`src/rtl/multi_seq_if.sv`:
```
// Start/ready/valid handshake bundle for the multi_seq shift-add multiplier.
interface multi_seq_if #(
   parameter int WIDTH = 16
);
   logic                 in_start;
   logic                 in_sign;
   logic [WIDTH-1:0]     in_a;
   logic [WIDTH-1:0]     in_b;
   logic                 in_ready;
   logic                 out_valid;
   logic [2*WIDTH-1:0]   out_rlst;

   modport master (
      output in_start, in_sign, in_a, in_b,
      input  in_ready, out_valid, out_rlst
   );

   modport slave (
      input  in_start, in_sign, in_a, in_b,
      output in_ready, out_valid, out_rlst
   );
endinterface

```
`src/rtl/multi_seq.sv`:
```
// Sequential shift-add multiplier: WIDTH-bit signed/unsigned operands, one adder,
// WIDTH iterations on magnitudes with the sign applied once at the end.
module multi_seq #(
   parameter int WIDTH = 16,
   parameter int CNT_W = 5
) (
   input  logic         sclk,
   input  logic         rst_n,
   multi_seq_if.slave   bus
);

   typedef enum logic [1:0] {
      IDLE = 2'd0,
      CALC = 2'd1,
      DONE = 2'd2
   } state_t;

   state_t                     state;
   state_t                     state_nxt;
   logic                       ready_c;
   logic                       accept;
   logic                       last_iter;
   logic [WIDTH-1:0]           mag_a;
   logic [WIDTH-1:0]           acc_hi;
   logic [WIDTH-1:0]           mplier;
   logic [CNT_W-1:0]           cnt;
   logic                       neg;
   logic [WIDTH:0]             sum;
   logic signed [2*WIDTH-1:0]  prod;
   logic                       valid_q;
   logic [2*WIDTH-1:0]         rlst_q;

   // |-2^(WIDTH-1)| still fits because the magnitude is kept unsigned
   function automatic logic [WIDTH-1:0] magnitude(input logic [WIDTH-1:0] v,
                                                  input logic is_signed);
      magnitude = (is_signed && v[WIDTH-1]) ? (~v + 1'b1) : v;
   endfunction

   function automatic logic signed [2*WIDTH-1:0] apply_sign(input logic [2*WIDTH-1:0] m,
                                                            input logic n);
      apply_sign = n ? -$signed(m) : $signed(m);
   endfunction

   assign accept    = (state == IDLE) && bus.in_start;
   assign last_iter = (cnt == CNT_W'(WIDTH-1));
   assign sum       = {1'b0, acc_hi} + {1'b0, (mplier[0] ? mag_a : {WIDTH{1'b0}})};
   assign prod      = apply_sign({acc_hi, mplier}, neg);

   always_ff @(posedge sclk or negedge rst_n) begin
      if (!rst_n) state <= IDLE;
      else        state <= state_nxt;
   end

   always_comb begin
      state_nxt = state;
      ready_c   = 1'b0;
      case (state)
         IDLE: begin
            ready_c = 1'b1;
            if (bus.in_start) state_nxt = CALC;
         end
         CALC:    if (last_iter) state_nxt = DONE;
         DONE:    state_nxt = IDLE;
         default: state_nxt = IDLE;
      endcase
   end

   // Operand capture, one shift-add per CALC cycle, signed result on DONE
   always_ff @(posedge sclk or negedge rst_n) begin
      if (!rst_n) begin
         mag_a   <= '0;
         acc_hi  <= '0;
         mplier  <= '0;
         cnt     <= '0;
         neg     <= 1'b0;
         valid_q <= 1'b0;
         rlst_q  <= '0;
      end else begin
         if (accept) begin
            mag_a  <= magnitude(bus.in_a, bus.in_sign);
            mplier <= magnitude(bus.in_b, bus.in_sign);
            acc_hi <= '0;
            cnt    <= '0;
            neg    <= bus.in_sign & (bus.in_a[WIDTH-1] ^ bus.in_b[WIDTH-1]);
         end else if (state == CALC) begin
            acc_hi <= sum[WIDTH:1];
            mplier <= {sum[0], mplier[WIDTH-1:1]};
            cnt    <= cnt + 1'b1;
         end
         valid_q <= (state == DONE);
         if (state == DONE) rlst_q <= prod;
      end
   end

   assign bus.in_ready  = ready_c;
   assign bus.out_valid = valid_q;
   assign bus.out_rlst  = rlst_q;

endmodule

```
`src/flat_wrapper.sv`:
```
// flat-port wrapper written by rule: the top's interface ports become plain ports
module multi_seq_flat 
#(
   parameter int WIDTH = 16,
   parameter int CNT_W = 5
)
  (sclk, rst_n, bus_in_start, bus_in_sign, bus_in_a, bus_in_b, bus_in_ready, bus_out_valid, bus_out_rlst);
  multi_seq_if #(.WIDTH(WIDTH)) bus_i ();
  input  logic sclk;
  input  logic rst_n;
  input wire logic [$bits(bus_i.in_start)-1:0] bus_in_start;
  input wire logic [$bits(bus_i.in_sign)-1:0] bus_in_sign;
  input wire logic [$bits(bus_i.in_a)-1:0] bus_in_a;
  input wire logic [$bits(bus_i.in_b)-1:0] bus_in_b;
  output wire logic [$bits(bus_i.in_ready)-1:0] bus_in_ready;
  output wire logic [$bits(bus_i.out_valid)-1:0] bus_out_valid;
  output wire logic [$bits(bus_i.out_rlst)-1:0] bus_out_rlst;
  assign bus_i.in_start = bus_in_start;
  assign bus_i.in_sign = bus_in_sign;
  assign bus_i.in_a = bus_in_a;
  assign bus_i.in_b = bus_in_b;
  assign bus_in_ready = bus_i.in_ready;
  assign bus_out_valid = bus_i.out_valid;
  assign bus_out_rlst = bus_i.out_rlst;
  multi_seq #(.WIDTH(WIDTH), .CNT_W(CNT_W)) u_core (.sclk(sclk), .rst_n(rst_n), .bus(bus_i));
endmodule
```
`config.mk`:
```
export PLATFORM = sky130hd
export DESIGN_NAME = multi_seq_flat
export DESIGN_NICKNAME = d
export VERILOG_FILES = /design/src/rtl/multi_seq_if.sv /design/src/rtl/multi_seq.sv /design/src/flat_wrapper.sv
export SDC_FILE = /design/constraint.sdc
export NUM_CORES = 1
export LEC_CHECK = 0
export BUFFER_PORTS_ARGS = -buffer_cell sky130_fd_sc_hd__buf_2
export CORE_ASPECT_RATIO = 1.25
export CORE_MARGIN = 5
export CORE_UTILIZATION = 40
export CTS_BUF_LIST = sky130_fd_sc_hd__clkbuf_2 sky130_fd_sc_hd__clkbuf_4 sky130_fd_sc_hd__clkbuf_8
export DETAILED_ROUTE_END_ITERATION = 6
export GPL_TIMING_DRIVEN = 0
export SETUP_SLACK_MARGIN = 0.4
export SLEW_MARGIN = 5
export SYNTH_ARGS = -nofsm -noshare
export SYNTH_HDL_FRONTEND = slang
export SYNTH_SLANG_ARGS = --single-unit
```
`constraint.sdc`:
```
create_clock -name sclk -period 5.4 [get_ports sclk]
set_input_delay 0.54 -clock sclk [delete_from_list [all_inputs] [get_ports sclk]]
set_output_delay 0.54 -clock sclk [all_outputs]
set_load 0.05 [all_outputs]
```
======== Yosys cells after proc, flatten, opt, wreduce, memory -nomap -nowiden ========
Index checks and enable logic that the tools add are counted.
operators by class
  $add $sub $neg .......................... 5
  equality and inequality tests ........... 5
  muxes and demuxes ....................... 14
  bitwise gates (word level) .............. 4
  reductions and logical operators ........ 6
operators by type and width
  operator                                              count
  2-to-1 mux 16 bit                                     7
  adder 16 x 1 -> 16 bit (second input constant)        2
  2-to-1 mux 32 bit                                     1
  negation 32 bit                                       1
  inverter 16 bit                                       2
  adder 16 x 16 -> 17 bit                               1
  2-to-1 mux 5 bit                                      2
  adder 5 x 1 -> 5 bit (second input constant)          1
  equality test 5 x 4 -> 1 bit (second input constant)  1
  2-to-1 mux 2 bit                                      2
  case mux 2 bit (2 select lines)                       1
  logical AND 1 bit                                     3
  equality test 2 x 1 -> 1 bit (second input constant)  1
  equality test 2 bit (second input constant)           1
  zero test 2 bit                                       1
  != test 2 x 1 -> 1 bit (second input constant)        1
  != test 2 bit (second input constant)                 1
  AND reduction 2 bit                                   1
  nonzero test 2 bit                                    1
  AND 1 bit                                             1
  2-to-1 mux 1 bit                                      1
  bitwise XOR 1 bit                                     1
word-level totals
  bits in registers ....................... 89
  bits of input ports ..................... 36
  logic and storage cells ................. 42

======== Logic depth before layout (Yosys ltp) ========
Gate-level depths: netlist of run 1.
  word-level depth ........................ 4
  mapped depth ............................ 10

======== Worst setup path before layout of run 1 ========
No wires, ideal clock.
  path kind ............................... register -> register
  start point ............................. register u_core.mplier[0]
  end point ............................... register u_core.acc_hi[15]
  setup time .............................. 0.126 ns
  arrival ................................. 2.218 ns
  data required time ...................... 5.274 ns
  setup slack ............................. 3.056 ns
  stages on the path, launching flop included .. 9
  buffers on the path ..................... 2
  period minus slack after synthesis ...... 2.344 ns
  path through ............................ dfrtp_1 -> clkbuf_1 -> and2_1 -> ha_1 -> clkbuf_1 -> and3_1 -> a221o_1 -> a22o_1 -> a221o_1
between the ends
  cells in the longest elaborated chain, start to end .. 4
ends and longest elaborated chain
  what                      line             source
  start: declaration        multi_seq.sv:25  logic [WIDTH-1:0] mplier;
  start signal: assignment  multi_seq.sv:81  mplier <= magnitude(bus.in_b, bus.in_sign);
  start signal: assignment  multi_seq.sv:87  mplier <= {sum[0], mplier[WIDTH-1:1]};
  2-to-1 mux 16 bit         multi_seq.sv:46  assign sum = {1'b0, acc_hi} + {1'b0, (mplier[0] ? mag_a : {WIDTH{1'b0}})};
  adder 16 x 16 -> 17 bit   multi_seq.sv:46
  2-to-1 mux 16 bit         multi_seq.sv:85  end else if (state == CALC) begin
  2-to-1 mux 16 bit         multi_seq.sv:79  if (accept) begin
  end signal: assignment    multi_seq.sv:86  acc_hi <= sum[WIDTH:1];
  end: declaration          multi_seq.sv:24  logic [WIDTH-1:0] acc_hi;
No other way between the ends. The select of a mux whose other input is x is not followed.
A chain may end at the register's enable or synchronous reset.

======== Worst setup path after layout of run 1 ========
Ends and elaborated chain as after synthesis.

==> impl_metrics.env, run 1 <==
export IMPL_worst_ir_drop_vdd_v=0.000210
export IMPL_grt_pass1_wl_um=24100
export IMPL_cts_buffer_depth=2
export IMPL_synth_nets=707
export IMPL_die_width_um=116
export IMPL_cp_required_ns=5.66
export IMPL_synth_common_cells="nand2_1, dfrtp_1, o21ai_0, xor2_1, nor2_1"
export IMPL_worstSetupPathType="flop to flop"
export IMPL_cp_num_buf_inv=2
export IMPL_synth_seq_cells=89
export IMPL_drc=0
export IMPL_htreeDepth=3
export IMPL_cpLargestDelayFamily="compound AO/OA/AOI/OAI gates"
export IMPL_slew_viol_final=0
export IMPL_grt_max_degree=59
export IMPL_final_area_sq_mm=0.00639
export IMPL_syn_cell_area_sq_mm=0.00559
export IMPL_core_sq_mm=0.0138
export IMPL_synthArstFlopShare_pct=100
export IMPL_n_antenna_cell=0
export IMPL_first_pass_iters=5
export IMPL_grt_overflow=0
export IMPL_via_per_inst=5.38
export IMPL_leakage_nw=2.89
export IMPL_crit_arrival_ns=3.01
export IMPL_clkTransAtPathRegs_ns=0.10
export IMPL_drtIter0Drc=263
export IMPL_synth_seq_area_share_pct=39.8
export IMPL_routedWlPerCell_um=16.0
export IMPL_area_growth_pct=14.3
export IMPL_cts_hold_buffers=0
export IMPL_cts_buffers=9
export IMPL_cts_sinks=89
export IMPL_synth_area_per_cell_sq_um=8.61
export IMPL_startpoint="u_core.mplier[0]"
export IMPL_grt_pass1_vias=4816
export IMPL_cts_tree="built"
export IMPL_antenna_found_initial=0
export IMPL_hold_ws_ns=0.115
export IMPL_synthTopCellsByArea="dfrtp_1, nand2_1, xor2_1"
export IMPL_layout_nets=788
export IMPL_rsz0062_at_grt="false"
export IMPL_die_h_um=142
export IMPL_max_stage_delay_ns=0.54
export IMPL_hold_viol=0
export IMPL_skew_ns=0.0133
export IMPL_fillers=1383
export IMPL_clkLatencyLatePin_ns=0.37
export IMPL_netlist_area_leader_share_pct=39.8
export IMPL_ant_nets=0
export IMPL_max_slew_margin_pct=37.5
export IMPL_vias=4895
export IMPL_tightest_slew_ns=0.935
export IMPL_path_max_fanout=10
export IMPL_io_pin_count=70
export IMPL_setup_slack_ns=2.64
export IMPL_crit_path_end_kind="flop"
export IMPL_outcome="finished, final reports clean"
export IMPL_slowest_stage="dfrtp_1"
export IMPL_synth_area_leader_cell="dfrtp_1"
export IMPL_root_buffer="clkbuf_8"
export IMPL_wl_um=14500
export IMPL_crit_chain="clkbuf_1 > and2_1 > ha_1 > clkbuf_1 > and3_1 > a221o_1 > a22o_1 > a221o_1"
export IMPL_synth_edff_count=0
export IMPL_rows=48
export IMPL_cts_resized=0
export IMPL_grt_total_usage_pct=18.4
export IMPL_min_path_type="input port to asynchronous set/reset pin"
export IMPL_synth_cell_type_count=59
export IMPL_synth_ff_type="dfrtp_1"
export IMPL_initial_core_util_pct=40.6
export IMPL_yosys_warnings=0
export IMPL_drv_cap=0
export IMPL_dp_hpwl_um=11500
export IMPL_tns_ns=0
export IMPL_cts_setup_buffers=0
export IMPL_fin_crit_sh_pct=51.1
export IMPL_yosysMostFrequentCell="nand2_1"
export IMPL_gp_congestion=0.854
export IMPL_syn_inst=649
export IMPL_post_place_ws_ns=2.63
export IMPL_place_area_sq_mm=0.00618
export IMPL_timing_rr_start="u_core.mplier[0]"
export IMPL_io_buffers=69
export IMPL_timing_fmax_mhz=362
export IMPL_setup_viol=0
export IMPL_finalCriticalPeriod_ns=2.76
export IMPL_power_density_mw_per_mm2=550
export IMPL_worst_setup_path_start_kind="flop"
export IMPL_dieArea_sq_mm=0.0165
export IMPL_drive_above_1_share_pct=14.1
-- power by group --
part	internal [W]	total, W	switching [W]
combinational	0.000683	0.00182	0.00114
sequential	0.000927	0.00120	0.000277
clock	0.000225	0.000485	0.000260
total	0.00184	0.00351	0.00168
-- path summary, 6_finish.rpt --
kind	end	slack [ns]	cells past startpoint
max in group asynchronous	u_core.acc_hi[8]	4.67	2
worst max-delay path	u_core.acc_hi[15]	2.64	8
worst min-delay path	u_core.cnt[2]	0.11	1
worst min register to register	u_core.bus.out_rlst[20]	0.48	2
min in group sclk	u_core.mplier[15]	0.46	3
worst max register to register	u_core.acc_hi[15]	2.64	8
-- final cells by class --
cell class / count / area (sq um) / share of cell area [%]
repair buffers: 70 / 375 / 5.88
well taps: 175 / 219 / 3.43
clock inverters: 6 / 72.6 / 1.14
clock buffers: 10 / 131 / 2.06
plain buffers: 31 / 118 / 1.84
multi-input cells: 509 / 3170 / 49.6
inverters: 20 / 75.1 / 1.18
flip-flops and latches: 89 / 2230 / 34.9
-- routing by layer --
metal,global-route usage (%),wire (um),part of all wire [%]
met1,23.7,6350,44
met2,31.2,7140,49
met4,8.06,389,2.7
met3,1.83,666,4.6
met5,0,0,0
-- through the flow --
| step | util, % | total power, W | std cells |
|---|---|---|---|
| 2_1_floorplan | - | 0.00255 | 649 |
| 5_1_grt | 46.4 | 0.00382 | 910 |
| 6_report | 46.4 | 0.00351 | 910 |
| 4_1_cts | 46.4 | 0.00354 | 910 |
| 3_3_place_gp | 44.7 | 0.00300 | 893 |
| 3_5_place_dp | 45.0 | 0.00305 | 894 |
-- logic make-up after synthesis --
kind of cell             count (synthesis)  share of synthesized area [%]
AO/OA/AOI/OAI                          174                           19.4
multiplexers                             3                          0.537
AND/OR/NAND/NOR                        243                           21.2
flip-flops                              89                           39.8
XOR/XNOR                                67                           10.5
buffers and inverters                   51                           3.45
adder cells (fa/ha/maj)                 22                           5.06
-- registers in the layout (all words and copies together), names as in the netlist --
register and cells:
u_core.bus.out_rlst 32, u_core.acc_hi 16, u_core.mag_a 16, u_core.mplier 16
u_core.cnt 5, u_core.state 2, u_core.bus.out_valid 1, u_core.neg 1
-- cell usage in the layout (no fill, tap or decap), types with 7 or more instances in the layout --
cell and instances:
ha_1 21, nand2_1 112, nand3_1 17, and2_1 19
clkbuf_8 9, buf_2 69, nor4_1 7, xor2_1 44
nor2_1 42, o41ai_1 7, clkbuf_1 26, a21o_1 7
a21oi_1 22, dfrtp_1 89, a31oi_1 19, xnor2_1 23
inv_1 20, o21ai_1 7, nand2b_1 8, o21ai_0 76
No activity file was read; power rests on OpenSTA's default activity.
==> run 2: changes to the inputs <==
- clock period: 5.4 -> 2.9 ns (I/O delays scaled with it)
==> run 2 against run 1 <==
Worst setup slack worse by 2.2 ns. Largest cell class unchanged. Critical endpoint unchanged. Critical path type unchanged. Total power is 91% higher. Non-clock buffer count is 4 higher. Clock-buffer cell count stayed put.
==> impl_metrics.env, run 2 (synthesized netlist as in run 1, its figures left out) <==
export IMPL_first_pass_iters=5
export IMPL_die_width_um=116
export IMPL_cts_tree="built"
export IMPL_final_cell_mix="nand2_1, dfrtp_1, o21ai_0"
export IMPL_rows=48
export IMPL_grt_total_usage_pct=18.4
export IMPL_min_path_type="input port to flop"
export IMPL_power_density_mw_per_mm2=1030
export IMPL_crit_arrival_ns=2.76
export IMPL_drc=0
export IMPL_ant_nets=0
export IMPL_drv_cap=0
export IMPL_tightest_slew_ns=0.822
export IMPL_outcome="finished, final reports clean"
export IMPL_grt_overflow=0
export IMPL_final_area_sq_mm=0.00648
export IMPL_io_pin_count=70
export IMPL_cts_sinks=89
export IMPL_largest_register_ff_count=32
export IMPL_cts_buffers=9
export IMPL_hold_viol=0
export IMPL_cts_buffer_depth=2
export IMPL_worstSetupPathType="flop to flop"
export IMPL_fin_crit_sh_pct=86.3
export IMPL_worst_ir_drop_vdd_v=0.000376
export IMPL_regArea_sq_mm=0.00223
export IMPL_path_max_fanout=6
export IMPL_grt_max_degree=59
export IMPL_layout_nets=792
export IMPL_place_area_sq_mm=0.00618
export IMPL_gp_congestion=0.854
export IMPL_max_stage_delay_ns=0.45
export IMPL_fillers=1378
export IMPL_core_sq_mm=0.0138
export IMPL_max_slew_margin_pct=44.7
export IMPL_fin_cells=914
export IMPL_dieArea_sq_mm=0.0165
export IMPL_grt_pass1_vias=4826
export IMPL_io_buffers=69
export IMPL_area_growth_pct=16.0
export IMPL_leakage_nw=2.92
export IMPL_via_per_inst=5.35
export IMPL_n_antenna_cell=0
export IMPL_finalCriticalPeriod_ns=2.50
export IMPL_setup_viol=0
export IMPL_rsz0062_at_grt="true"
export IMPL_tns_ns=0
export IMPL_htreeDepth=3
export IMPL_wl_um=14700
export IMPL_slew_viol_final=0
export IMPL_cp_required_ns=3.15
export IMPL_grt_pass1_wl_um=24100
export IMPL_antenna_found_initial=0
export IMPL_clkTransAtPathRegs_ns=0.09
export IMPL_path_common_cell="a221o_1"
export IMPL_final_common_cell="nand2_1"
export IMPL_crit_chain="and2_4 > ha_4 > inv_2 > fa_2 > nor2b_2 > o211ai_1 > a21oi_2 > a221o_1 > a22o_1 > a221o_1"
export IMPL_clkLatencyLatePin_ns=0.37
export IMPL_post_place_ws_ns=0.132
export IMPL_drtIter0Drc=235
export IMPL_setup_slack_ns=0.396
export IMPL_crit_path_end_kind="flop"
export IMPL_multi_input_area_sq_mm=0.00323
export IMPL_dp_cells=894
export IMPL_initial_core_util_pct=40.6
export IMPL_root_buffer="clkbuf_8"
export IMPL_die_h_um=142
export IMPL_worst_setup_path_start_kind="flop"
export IMPL_slowest_stage="dfrtp_2"
export IMPL_final_util_pct=47.1
export IMPL_drive_above_1_share_pct=16.6
export IMPL_timing_fmax_mhz=399
export IMPL_skew_ns=0.0118
export IMPL_routedWlPerCell_um=16.1
export IMPL_vias=4890
export IMPL_dp_hpwl_um=11500
## run 2: cell types whose count changed in the layout (fill, tap and decap cells not counted), sizes merged
cell         delta
buf             +4
clkbuf          -1
dlygate4sd3     +1
## run 2: final cells by class
class	count	share of cell area, %
repair buffers	74	6.29
flip-flops and latches	89	34.4
plain buffers	31	1.91
well taps	175	3.38
inverters	20	1.16
clock inverters	6	1.12
clock buffers	10	2.03
multi-input cells	509	49.7
## run 2: power by group
part | switching [W] | internal, W
sequential | 0.000517 | 0.00173
combinational | 0.00218 | 0.00136
clock | 0.000486 | 0.000419
## run 2: worst paths after layout
| kind | from | endpoint | slack, ns | cells past startpoint |
|---|---|---|---|---|
| worst max-delay path | u_core.mplier[0] | u_core.acc_hi[15] | 0.40 | 10 |
| worst min-delay path | bus_in_b[15] | u_core.mplier[15] | 0.22 | 3 |
| worst max register to register | u_core.mplier[0] | u_core.acc_hi[15] | 0.40 | 10 |
| worst min register to register | u_core.bus.out_rlst[20] | u_core.bus.out_rlst[20] | 0.48 | 2 |
| max in group asynchronous | rst_n | u_core.acc_hi[11] | 1.87 | 3 |
| min in group asynchronous | rst_n | u_core.cnt[2] | 0.41 | 2 |
## run 2: metal layers
layer / GRT usage, % / vias to the layer above / wire length, um
li1: - / 2446 / -
met1: 23.7 / 2287 / 6470
met2: 31.3 / 133 / 7150
met3: 1.79 / 24 / 659
met4: 7.94 / 0 / 405
met5: 0 / - / 0
## run 2: critical path: cells and delay by family (launching register included)
kind / cells / cell delay [ns]
adders and majority gates: 2 / 0.36
and+or+nand+nor: 2 / 0.20
buffers and inverters: 1 / 0.05
AOI/OAI and AO/OA: 5 / 1.32
DFF: 1 / 0.45
## run 2: per-stage QoR
| step | hold WS [ns] | total power [W] |
|---|---|---|
| 2_1_floorplan | -0.00559 | 0.00474 |
| 3_3_place_gp | 0.458 | 0.00558 |
| 3_5_place_dp | 0.264 | 0.00568 |
| 4_1_cts | 0.189 | 0.00662 |
| 5_1_grt | 0.208 | 0.00726 |
| 6_report | 0.215 | 0.00669 |
## run 2: what timing repair did
| action | in CTS | in global routing |
|---|---|---|
| buffers inserted | 3 | 0 |
| hold buffers | 1 | 0 |
| pin swaps | 1 | 6 |
| hold endpoints to repair | 31 | 0 |
| gates resized for setup | 4 | 19 |
| endpoints found under the setup margin | 14 | 6 |
==> run 3: changes to the inputs <==
- PLACE_DENSITY: default -> 0.63
==> run 3 against run 2 <==
Flip-flop and latch count unchanged. Largest cell class unchanged. Total power up 0.88%. Via count up 1.4%. Non-clock buffer count up 1. Worst hold slack better by 0.014 ns. Sequential share of layout area down 0.17 points. Critical path depth down 2. Routed wire length down 0.14%.
==> impl_metrics.env, run 3 (synthesized netlist as in run 1, its figures left out) <==
export IMPL_power_density_mw_per_mm2=1040
export IMPL_via_per_inst=5.42
export IMPL_final_util_pct=47.4
export IMPL_slew_viol_final=0
export IMPL_cts_sinks=89
export IMPL_gp_congestion=0.897
export IMPL_max_slew_margin_pct=47.5
export IMPL_htreeDepth=3
export IMPL_leakage_nw=2.91
export IMPL_ant_nets=0
export IMPL_drtIter0Drc=332
export IMPL_p_int_w=0.00355
export IMPL_clkLatencyLatePin_ns=0.37
export IMPL_io_pin_count=70
export IMPL_largest_register_ff_count=32
export IMPL_setup_viol=0
export IMPL_power_frac_comb_pct=53.6
export IMPL_fin_crit_sh_pct=84.7
export IMPL_finalCriticalPeriod_ns=2.46
export IMPL_rows=48
export IMPL_grt_pass1_wl_um=23700
export IMPL_area_growth_pct=16.6
export IMPL_swShare_pct=47.5
export IMPL_final_cell_mix="nand2_1, dfrtp_1, o21ai_0"
export IMPL_antenna_found_initial=0
export IMPL_routedWlPerCell_um=16.0
export IMPL_n_antenna_cell=0
export IMPL_drive_above_1_share_pct=17.5
export IMPL_drv_cap=0
export IMPL_outcome="finished, final reports clean"
export IMPL_p_sw_w=0.00320
export IMPL_cts_buffers=9
export IMPL_cts_buffer_depth=2
export IMPL_first_pass_iters=6
export IMPL_worstSetupPathType="flop to flop"
export IMPL_grt_total_usage_pct=18.0
export IMPL_rsz0062_at_grt="true"
export IMPL_timing_fmax_mhz=407
export IMPL_drc=0
export IMPL_dp_hpwl_um=11400
export IMPL_root_buffer="clkbuf_8"
export IMPL_vias=4958
export IMPL_tns_ns=0
export IMPL_min_path_type="input port to flop"
export IMPL_core_sq_mm=0.0138
export IMPL_crit_arrival_ns=2.71
export IMPL_wl_um=14700
export IMPL_post_place_ws_ns=0.142
export IMPL_clkTransAtPathRegs_ns=0.09
export IMPL_cp_required_ns=3.15
export IMPL_path_max_fanout=6
export IMPL_die_h_um=142
export IMPL_io_buffers=69
export IMPL_hold_viol=0
export IMPL_setup_slack_ns=0.442
export IMPL_grt_pass1_vias=4846
export IMPL_clockPowerShare_pct=13.0
export IMPL_tightest_slew_ns=0.780
export IMPL_grt_overflow=0
export IMPL_grt_max_degree=60
export IMPL_fillers=1374
export IMPL_layout_nets=793
export IMPL_skew_ns=0.00679
export IMPL_worst_setup_path_start_kind="flop"
export IMPL_cts_tree="built"
export IMPL_die_width_um=116
export IMPL_crit_path_end_kind="flop"
export IMPL_worst_ir_drop_vdd_v=0.000365
export IMPL_dieArea_sq_mm=0.0165
export IMPL_initial_core_util_pct=40.6
export IMPL_seqPwrFrac_pct=33.4
export IMPL_final_common_cell="nand2_1"
run 3: cell count changes in the layout (fill, tap and decap cells not counted), moves of 2 or more:
cell / delta
inv_6: -3
ha_2: +3
ha_1: -3
a21oi_2: +2
a21oi_1: -2
run 3: metal layers:
metal | GRT usage [%] | up-vias | wire, um
met5 | 0 | - | 0
met2 | 30.8 | 149 | 7390
li1 | - | 2454 | -
met4 | 5.80 | 0 | 283
met1 | 23.4 | 2330 | 6210
met3 | 2.59 | 25 | 781
run 3: final timing paths:
kind | from | to | slack, ns | cells after the start
max in group asynchronous | rst_n | u_core.bus.out_rlst[27] | 1.90 | 3
hold / removal | bus_in_a[10] | u_core.mag_a[10] | 0.23 | 3
setup reg to reg | u_core.mplier[0] | u_core.acc_hi[15] | 0.44 | 8
setup / recovery | u_core.mplier[0] | u_core.acc_hi[15] | 0.44 | 8
min in group asynchronous | rst_n | u_core.cnt[1] | 0.39 | 2
hold reg to reg | u_core.mag_a[13] | u_core.mag_a[13] | 0.48 | 2
run 3: final cells by class:
type	count	area, sq um	share of cell area (%)
multi-input cells	509	3250	49.9
repair buffers	75	415	6.37
clock inverters	4	53.8	0.826
inverters	20	75.1	1.15
clock buffers	11	145	2.23
well taps	175	219	3.36
plain buffers	31	126	1.94
flip-flops and latches	89	2230	34.2
run 3: what timing repair did:
| item | 4_1_cts | 5_1_grt |
|---|---|---|
| pin swaps | 1 | 9 |
| resized for setup | 5 | 25 |
| setup buffers | 2 | 2 |
| hold buffers | 1 | 0 |
| hold endpoints to repair | 30 | 0 |
| endpoints found under the setup margin | 9 | 5 |
run 3: power groups by stage:
| stage | Clock, W | Sequential [W] | Combinational, W |
|---|---|---|---|
| 4_1_cts | 0.000889 | 0.00223 | 0.00346 |
| 3_5_place_dp | 0 | 0.00227 | 0.00340 |
| 5_1_grt | 0.000943 | 0.00232 | 0.00402 |
| 3_3_place_gp | 0 | 0.00223 | 0.00330 |
| 6_report | 0.000875 | 0.00225 | 0.00362 |
| 2_1_floorplan | 0 | 0.00248 | 0.00226 |
run 3: critical path: stages (launching register included):
cell and delay [ns]:
dfrtp_2 0.44, and2_1 0.15, ha_1 0.36, a21oi_2 0.21
nor2b_2 0.21, a21oi_2 0.08, a221o_1 0.37, a22o_1 0.22
a221o_1 0.30
run 3: metrics by stage:
step / hold WS, ns / std cells / power [W] / area [sq um]
final: 0.229 / 914 / 0.00675 / 6520
after global routing: 0.213 / 914 / 0.00728 / 6520
after CTS: 0.214 / 912 / 0.00658 / 6420
after detailed placement: 0.255 / 894 / 0.00566 / 6180
after global placement: 0.460 / 893 / 0.00553 / 6150
after floorplan: -0.00559 / 649 / 0.00474 / 5590
